<file path="src/rtl/cpu_pkg.sv">
// Shared CPU definitions: widths, special opcodes, the ID/EX payload struct and
// the operand-usage helpers used by hazard and forwarding logic.
package cpu_pkg;

  localparam int DATA_W = 32;
  localparam int REG_AW = 4;
  localparam int OPC_W  = 5;

  localparam logic [OPC_W-1:0] OPC_MOV = 5'b01100;
  localparam logic [OPC_W-1:0] OPC_NOT = 5'b01001;
  localparam logic [OPC_W-1:0] OPC_POP = 5'b10000;

  typedef struct packed {
    logic [OPC_W-1:0]  opcode;
    logic [DATA_W-1:0] a;
    logic [DATA_W-1:0] b;
    logic [REG_AW-1:0] rd;
    logic              rd_we;
    logic              is_load;
  } id_ex_t;

  function automatic logic uses_a(input logic [OPC_W-1:0] opcode);
    return opcode != OPC_MOV;
  endfunction

  function automatic logic uses_b(input logic [OPC_W-1:0] opcode, input logic use_imm);
    return !use_imm && (opcode != OPC_NOT);
  endfunction

endpackage

</file>
<file path="src/rtl/fwd_mux.sv">
// Per-operand source select (EX / MEM / WB / register file) plus hazard flag.
// Build option ID_EX_FORWARDING_EN enables bypassing; otherwise any match stalls.
module fwd_mux
  import cpu_pkg::*;
(
  input  logic [REG_AW-1:0] src,
  input  logic              used,
  input  logic [DATA_W-1:0] rf_data,
  input  logic              ex_valid,
  input  logic              ex_rd_we,
  input  logic              ex_is_load,
  input  logic [REG_AW-1:0] ex_rd,
  input  logic [DATA_W-1:0] ex_data,
  input  logic              mem_valid,
  input  logic              mem_rd_we,
  input  logic              mem_is_load,
  input  logic [REG_AW-1:0] mem_rd,
  input  logic [DATA_W-1:0] mem_data,
  input  logic              wb_valid,
  input  logic              wb_rd_we,
  input  logic [REG_AW-1:0] wb_rd,
  input  logic [DATA_W-1:0] wb_data,
  output logic [DATA_W-1:0] data,
  output logic              hazard
);

  logic live;
  logic ex_hit;
  logic mem_hit;
  logic wb_hit;

  // r0 is hardwired, so it never depends on an in-flight producer
  assign live    = used && (src != '0);
  assign ex_hit  = live && ex_valid  && ex_rd_we  && (ex_rd  == src);
  assign mem_hit = live && mem_valid && mem_rd_we && (mem_rd == src);
  assign wb_hit  = live && wb_valid  && wb_rd_we  && (wb_rd  == src);

`ifdef ID_EX_FORWARDING_EN
  always_comb begin
    data = rf_data;
    if (ex_hit && !ex_is_load)
      data = ex_data;
    else if (mem_hit && !mem_is_load)
      data = mem_data;
    else if (wb_hit)
      data = wb_data;
  end

  assign hazard = (ex_hit && ex_is_load) || (mem_hit && mem_is_load);
`else
  logic unused_fwd;

  assign data       = rf_data;
  assign hazard     = ex_hit || mem_hit || wb_hit;
  assign unused_fwd = ^{ex_is_load, mem_is_load, ex_data, mem_data, wb_data};
`endif

endmodule

</file>
<file path="src/rtl/id_ex_stage.sv">
// ID/EX pipeline register feeding the ALU: operand forwarding, load-use stalls,
// flush and bubble counting. Forwarding is enabled by ID_EX_FORWARDING_EN.
module id_ex_stage
  import cpu_pkg::*;
(
  input  logic              clk,
  input  logic              rst_n,
  input  logic              flush,
  input  logic              in_valid,
  output logic              in_ready,
  input  logic [OPC_W-1:0]  in_opcode,
  input  logic [REG_AW-1:0] in_rs_a,
  input  logic [REG_AW-1:0] in_rs_b,
  input  logic [DATA_W-1:0] in_data_a,
  input  logic [DATA_W-1:0] in_data_b,
  input  logic [DATA_W-1:0] in_imm,
  input  logic              in_use_imm,
  input  logic [REG_AW-1:0] in_rd,
  input  logic              in_rd_we,
  input  logic              in_is_load,
  input  logic [DATA_W-1:0] alu_result,
  input  logic              mem_valid,
  input  logic              mem_rd_we,
  input  logic              mem_is_load,
  input  logic [REG_AW-1:0] mem_rd,
  input  logic [DATA_W-1:0] mem_data,
  input  logic              wb_valid,
  input  logic              wb_rd_we,
  input  logic [REG_AW-1:0] wb_rd,
  input  logic [DATA_W-1:0] wb_data,
  output logic              out_valid,
  input  logic              out_ready,
  output logic [DATA_W-1:0] ALU_A_in,
  output logic [DATA_W-1:0] ALU_B_in,
  output logic [OPC_W-1:0]  opcode,
  output logic [REG_AW-1:0] out_rd,
  output logic              out_rd_we,
  output logic              out_is_load,
  output logic [15:0]       bubble_cnt
);

  id_ex_t            held_reg;
  id_ex_t            held_next;
  logic              valid_reg;
  logic [15:0]       bubble_reg;
  logic [DATA_W-1:0] fwd_a;
  logic [DATA_W-1:0] fwd_b;
  logic              use_a;
  logic              use_b;
  logic              haz_a;
  logic              haz_b;
  logic              hazard;
  logic              capture;

  assign use_a = uses_a(in_opcode);
  assign use_b = uses_b(in_opcode, in_use_imm);

  fwd_mux u_fwd_a (
    .src(in_rs_a), .used(use_a), .rf_data(in_data_a),
    .ex_valid(valid_reg), .ex_rd_we(held_reg.rd_we), .ex_is_load(held_reg.is_load),
    .ex_rd(held_reg.rd), .ex_data(alu_result),
    .mem_valid(mem_valid), .mem_rd_we(mem_rd_we), .mem_is_load(mem_is_load),
    .mem_rd(mem_rd), .mem_data(mem_data),
    .wb_valid(wb_valid), .wb_rd_we(wb_rd_we), .wb_rd(wb_rd), .wb_data(wb_data),
    .data(fwd_a), .hazard(haz_a)
  );

  fwd_mux u_fwd_b (
    .src(in_rs_b), .used(use_b), .rf_data(in_data_b),
    .ex_valid(valid_reg), .ex_rd_we(held_reg.rd_we), .ex_is_load(held_reg.is_load),
    .ex_rd(held_reg.rd), .ex_data(alu_result),
    .mem_valid(mem_valid), .mem_rd_we(mem_rd_we), .mem_is_load(mem_is_load),
    .mem_rd(mem_rd), .mem_data(mem_data),
    .wb_valid(wb_valid), .wb_rd_we(wb_rd_we), .wb_rd(wb_rd), .wb_data(wb_data),
    .data(fwd_b), .hazard(haz_b)
  );

  assign hazard   = haz_a || haz_b;
  assign in_ready = !flush && !hazard && (!valid_reg || out_ready);
  assign capture  = in_valid && in_ready;

  always_comb begin
    held_next         = held_reg;
    held_next.opcode  = in_opcode;
    held_next.a       = fwd_a;
    held_next.b       = in_use_imm ? in_imm : fwd_b;
    held_next.rd      = in_rd;
    held_next.rd_we   = in_rd_we;
    held_next.is_load = in_is_load;
  end

  always_ff @(posedge clk or negedge rst_n) begin
    if (!rst_n) begin
      held_reg   <= '0;
      valid_reg  <= 1'b0;
      bubble_reg <= '0;
    end else begin
      if (flush)
        valid_reg <= 1'b0;
      else if (capture) begin
        held_reg  <= held_next;
        valid_reg <= 1'b1;
      end else if (out_ready)
        valid_reg <= 1'b0;

      if (in_valid && hazard && !flush && (bubble_reg != 16'hFFFF))
        bubble_reg <= bubble_reg + 16'd1;
    end
  end

  assign out_valid   = valid_reg;
  assign ALU_A_in    = held_reg.a;
  assign ALU_B_in    = held_reg.b;
  assign opcode      = held_reg.opcode;
  assign out_rd      = held_reg.rd;
  assign out_rd_we   = held_reg.rd_we;
  assign out_is_load = held_reg.is_load;
  assign bubble_cnt  = bubble_reg;

endmodule

</file>
<file path="config.mk">
export PLATFORM = sky130hd
export DESIGN_NAME = id_ex_stage
export DESIGN_NICKNAME = d
export VERILOG_FILES = /design/src/rtl/cpu_pkg.sv /design/src/rtl/fwd_mux.sv /design/src/rtl/id_ex_stage.sv
export SDC_FILE = /design/constraint.sdc
export NUM_CORES = 1
export LEC_CHECK = 0
export ABC_CLOCK_PERIOD_IN_PS = 3200
export BUFFER_PORTS_ARGS = -buffer_cell sky130_fd_sc_hd__clkbuf_2
export CORE_AREA = 2 2 127 129
export CTS_CLUSTER_DIAMETER = 30
export DETAILED_ROUTE_END_ITERATION = 10
export DIE_AREA = 0 0 129 131
export GPL_TIMING_DRIVEN = 0
export HOLD_SLACK_MARGIN = 0.06
export PLACE_DENSITY = 0.56
export SLEW_MARGIN = 0
export SYNTH_ARGS = -nofsm -noshare
export SYNTH_HDL_FRONTEND = slang
export SYNTH_SLANG_ARGS = --single-unit
</file>
<file path="constraint.sdc">
create_clock -name clk -period 3.2 [get_ports clk]
set_clock_uncertainty 0.2 [all_clocks]
set_input_delay 0.64 -clock clk [delete_from_list [all_inputs] [get_ports clk]]
set_output_delay 0.64 -clock clk [all_outputs]
set_load 0.01 [all_outputs]
</file>
==> results.sh <==
export IMPL_run_status="complete, no violations"
export IMPL_critPathRequiredTime_ps=2360
export IMPL_max_slew_worst_pin_slew_ps=644
export IMPL_cts_hold_buf=0
export IMPL_routed_via_count=3421
export IMPL_slew_limit_fails=0
export IMPL_cts_sink_count=92
export IMPL_detail_route_antenna_nets=0
export IMPL_cap_violations=0
export IMPL_layout_common_cells="223 x sky130_fd_sc_hd__clkbuf_2, 92 x sky130_fd_sc_hd__dfrtp_1, 58 x sky130_fd_sc_hd__mux2_2"
export IMPL_post_layout_nonfiller_instances=779
export IMPL_post_cts_resized=0
export IMPL_critPathLaunchType="input port"
export IMPL_htreeDepth=3
export IMPL_n_fill_cell=1550
export IMPL_die_width_um=129
export IMPL_cts_inserted_buffers=9
export IMPL_report_final_setup_viol=0
export IMPL_finalWorstSetupSlack_ps=316
export IMPL_layout_cells_most_common="sky130_fd_sc_hd__clkbuf_2"
export IMPL_critical_path_arrival_ps=2040
export IMPL_routed_wire_length_per_instance_um=14.4
export IMPL_totalNegativeSetupSlack_ps=0
export IMPL_die_outline_area_um2=16900
export IMPL_max_clock_freq_mhz=347
export IMPL_clock_path_buffers=2
export IMPL_synth_avg_cell_area_um2=13.5
export IMPL_crit_chain="clkbuf_2 -> nor3b_1 -> a311oi_2 -> a22o_1 -> nor3_1 -> clkbuf_2"
export IMPL_first_global_vias=3639
export IMPL_total_leakage_power_nw=3.02
export IMPL_holdWs_ps=132
export IMPL_path_clk_slew_ps=70
export IMPL_dp_slack_ps=-92.1
export IMPL_ios=323
export IMPL_finalPower_mw=3.53
export IMPL_hpwlAfterDp_um=9020
export IMPL_finalWorstPathRequiredPeriod_ps=2880
export IMPL_synthesis_yosys_warnings=0
export IMPL_postRouteWirelength_um=11200
export IMPL_combined_global_route_utilization_of_all_metal_layers_pct=13.5
export IMPL_critPathMostFrequentCell="sky130_fd_sc_hd__clkbuf_2"
export IMPL_grt_pass1_wl_um=17700
export IMPL_number_of_antenna_violations_at_the_first_check_in_global_routing=0
export IMPL_synthCells=322
export IMPL_count_of_buffer_and_inverter_cells_on_the_critical_path=2
export IMPL_detailedRoute_firstPassIterationCount=4
export IMPL_report_final_hold_viol_count=0
export IMPL_path_class="input port to primary output"
export IMPL_grt_max_degree=50
export IMPL_hp_class="input port to asynchronous set/reset pin"
export IMPL_antenna_cells_inserted=0
export IMPL_setup_repair_after_global_routing_missed_its_margin="false"
export IMPL_synth_area_um2=4350
export IMPL_critical_path_endpoint_type="primary output"
export IMPL_area_growth_pct=40.3
export IMPL_synth_nets=553
export IMPL_total_congestion_overflow=0
export IMPL_crit_family="simple AND/OR/NAND/NOR gates"
export IMPL_cp_depth=6
export IMPL_cts_tree="yes"
export IMPL_worst_skew_pair_late_latency_ps=340
export IMPL_initial_core_utilization_pct=27.9
export IMPL_crit_path_top_delay_cell="sky130_fd_sc_hd__nor3b_1"
export IMPL_cp_max_fo=3
export IMPL_max_stage_delay_ps=460
export IMPL_drt_vias_per_instance=4.39
export IMPL_dp_cells=763
export IMPL_io_buffers=224
export IMPL_fin_crit_sh_pct=90.1
export IMPL_ys_ff_latch=92
export IMPL_fraction_of_final_layout_cells_sized_beyond_drive_strength_1_pct=54.5
export IMPL_max_slew_margin_pct=57.1
export IMPL_synth_cell_types=30
export IMPL_number_of_drc_markers_in_iteration_0=78
export IMPL_synth_seq_area_share_pct=52.9
export IMPL_setup_bufs_post_cts=0
export IMPL_root_buffer="sky130_fd_sc_hd__clkbuf_16"
export IMPL_post_route_drc_count=0
export IMPL_vdd_ir_drop_max_mv=0.265
export IMPL_fp_coreArea_um2=15600
export IMPL_placementRows=46
export IMPL_routabilityCongestion=0.798
export IMPL_floorplan_die_height_um=131
export IMPL_rr_worst_depth=8
export IMPL_power_density_nw_per_um2=579
export IMPL_finish_net_count=789
## report_power, final
part	total, mW	switching, mW	internal (mW)	leakage, nW
registers	1.51	0.131	1.38	1.11
logic	0.813	0.393	0.419	1.75
clock network	1.21	0.442	0.765	0.157
## stage by stage
step | instance area, um^2 | utilization (%)
6_report | 6110 | 39.2
5_1_grt | 6110 | 39.2
4_1_cts | 6110 | 39.2
3_5_place_dp | 5770 | 37.0
3_3_place_gp | 5740 | 36.8
2_1_floorplan | 4350 | -
## final timing paths
kind	from	end	slack [ps]
worst max-delay path	in_opcode[4]	in_ready	320
worst min-delay path	rst_n	ALU_A_in[11]	130
worst max register to register	bubble_cnt[0]	bubble_cnt[1]	430
worst min register to register	ALU_A_in[7]	ALU_A_in[7]	280
max in group asynchronous	rst_n	ALU_B_in[19]	1990
min in group clk	ALU_A_in[7]	ALU_A_in[7]	280
## cells in the mapped netlist, drive strengths merged
master	instances	area, um^2
a21oi	1	5.00
a22o	1	8.76
a22oi	1	7.51
a311oi	3	32.5
a31oi	1	6.26
and2	1	6.26
and3	2	12.5
and4	1	8.76
buf	9	78.8
clkbuf	4	15.0
dfrtp	92	2300
ha	1	12.5
inv	4	15.0
mux2	108	1220
nand2	7	26.3
nand3	9	45.0
nand4	8	50.1
nor2	6	22.5
nor2b	3	18.8
nor3	14	70.1
nor3b	2	20.0
nor4	4	25.0
o21ai	1	5.00
xnor2	9	78.8
xor2	30	263
## kinds of logic (layout without fill, tap and decap cells)
family                   Yosys count  after routing  share of synthesized area (%)
AO/OA/AOI/OAI                      8              8                           1.50
XOR/XNOR                          39             39                           7.85
adder cells (fa/ha/maj)            1              1                          0.287
buffers and inverters             17            258                           2.50
flip-flops                        92             92                           52.9
multiplexers                     108            108                           27.9
AND/OR/NAND/NOR                   57             57                           7.02
## routing by layer
layer | global-route usage (%) | routed length [um]
met5 | 0 | 0
met4 | 5.56 | 222
met3 | 3.83 | 870
met2 | 22.6 | 5540
met1 | 16.4 | 4600
## state kept, by name (all words and copies together), names as in the netlist
register,count
ALU_A_in,32
ALU_B_in,32
bubble_cnt,16
opcode,5
out_is_load,1
out_rd,4
out_rd_we,1
out_valid,1
## area by class of cell
type                    count  area [um^2]  share of cell area [%]
flip-flops and latches     92         2300                    37.7
clock buffers              12          236                    3.87
plain buffers              13         93.8                    1.54
inverters                   4         15.0                   0.246
multi-input cells         213         1940                    31.8
clock inverters             4         97.6                    1.60
repair buffers            225         1150                    18.8
well taps                 216          270                    4.43
(Power assumes the default switching activity.)
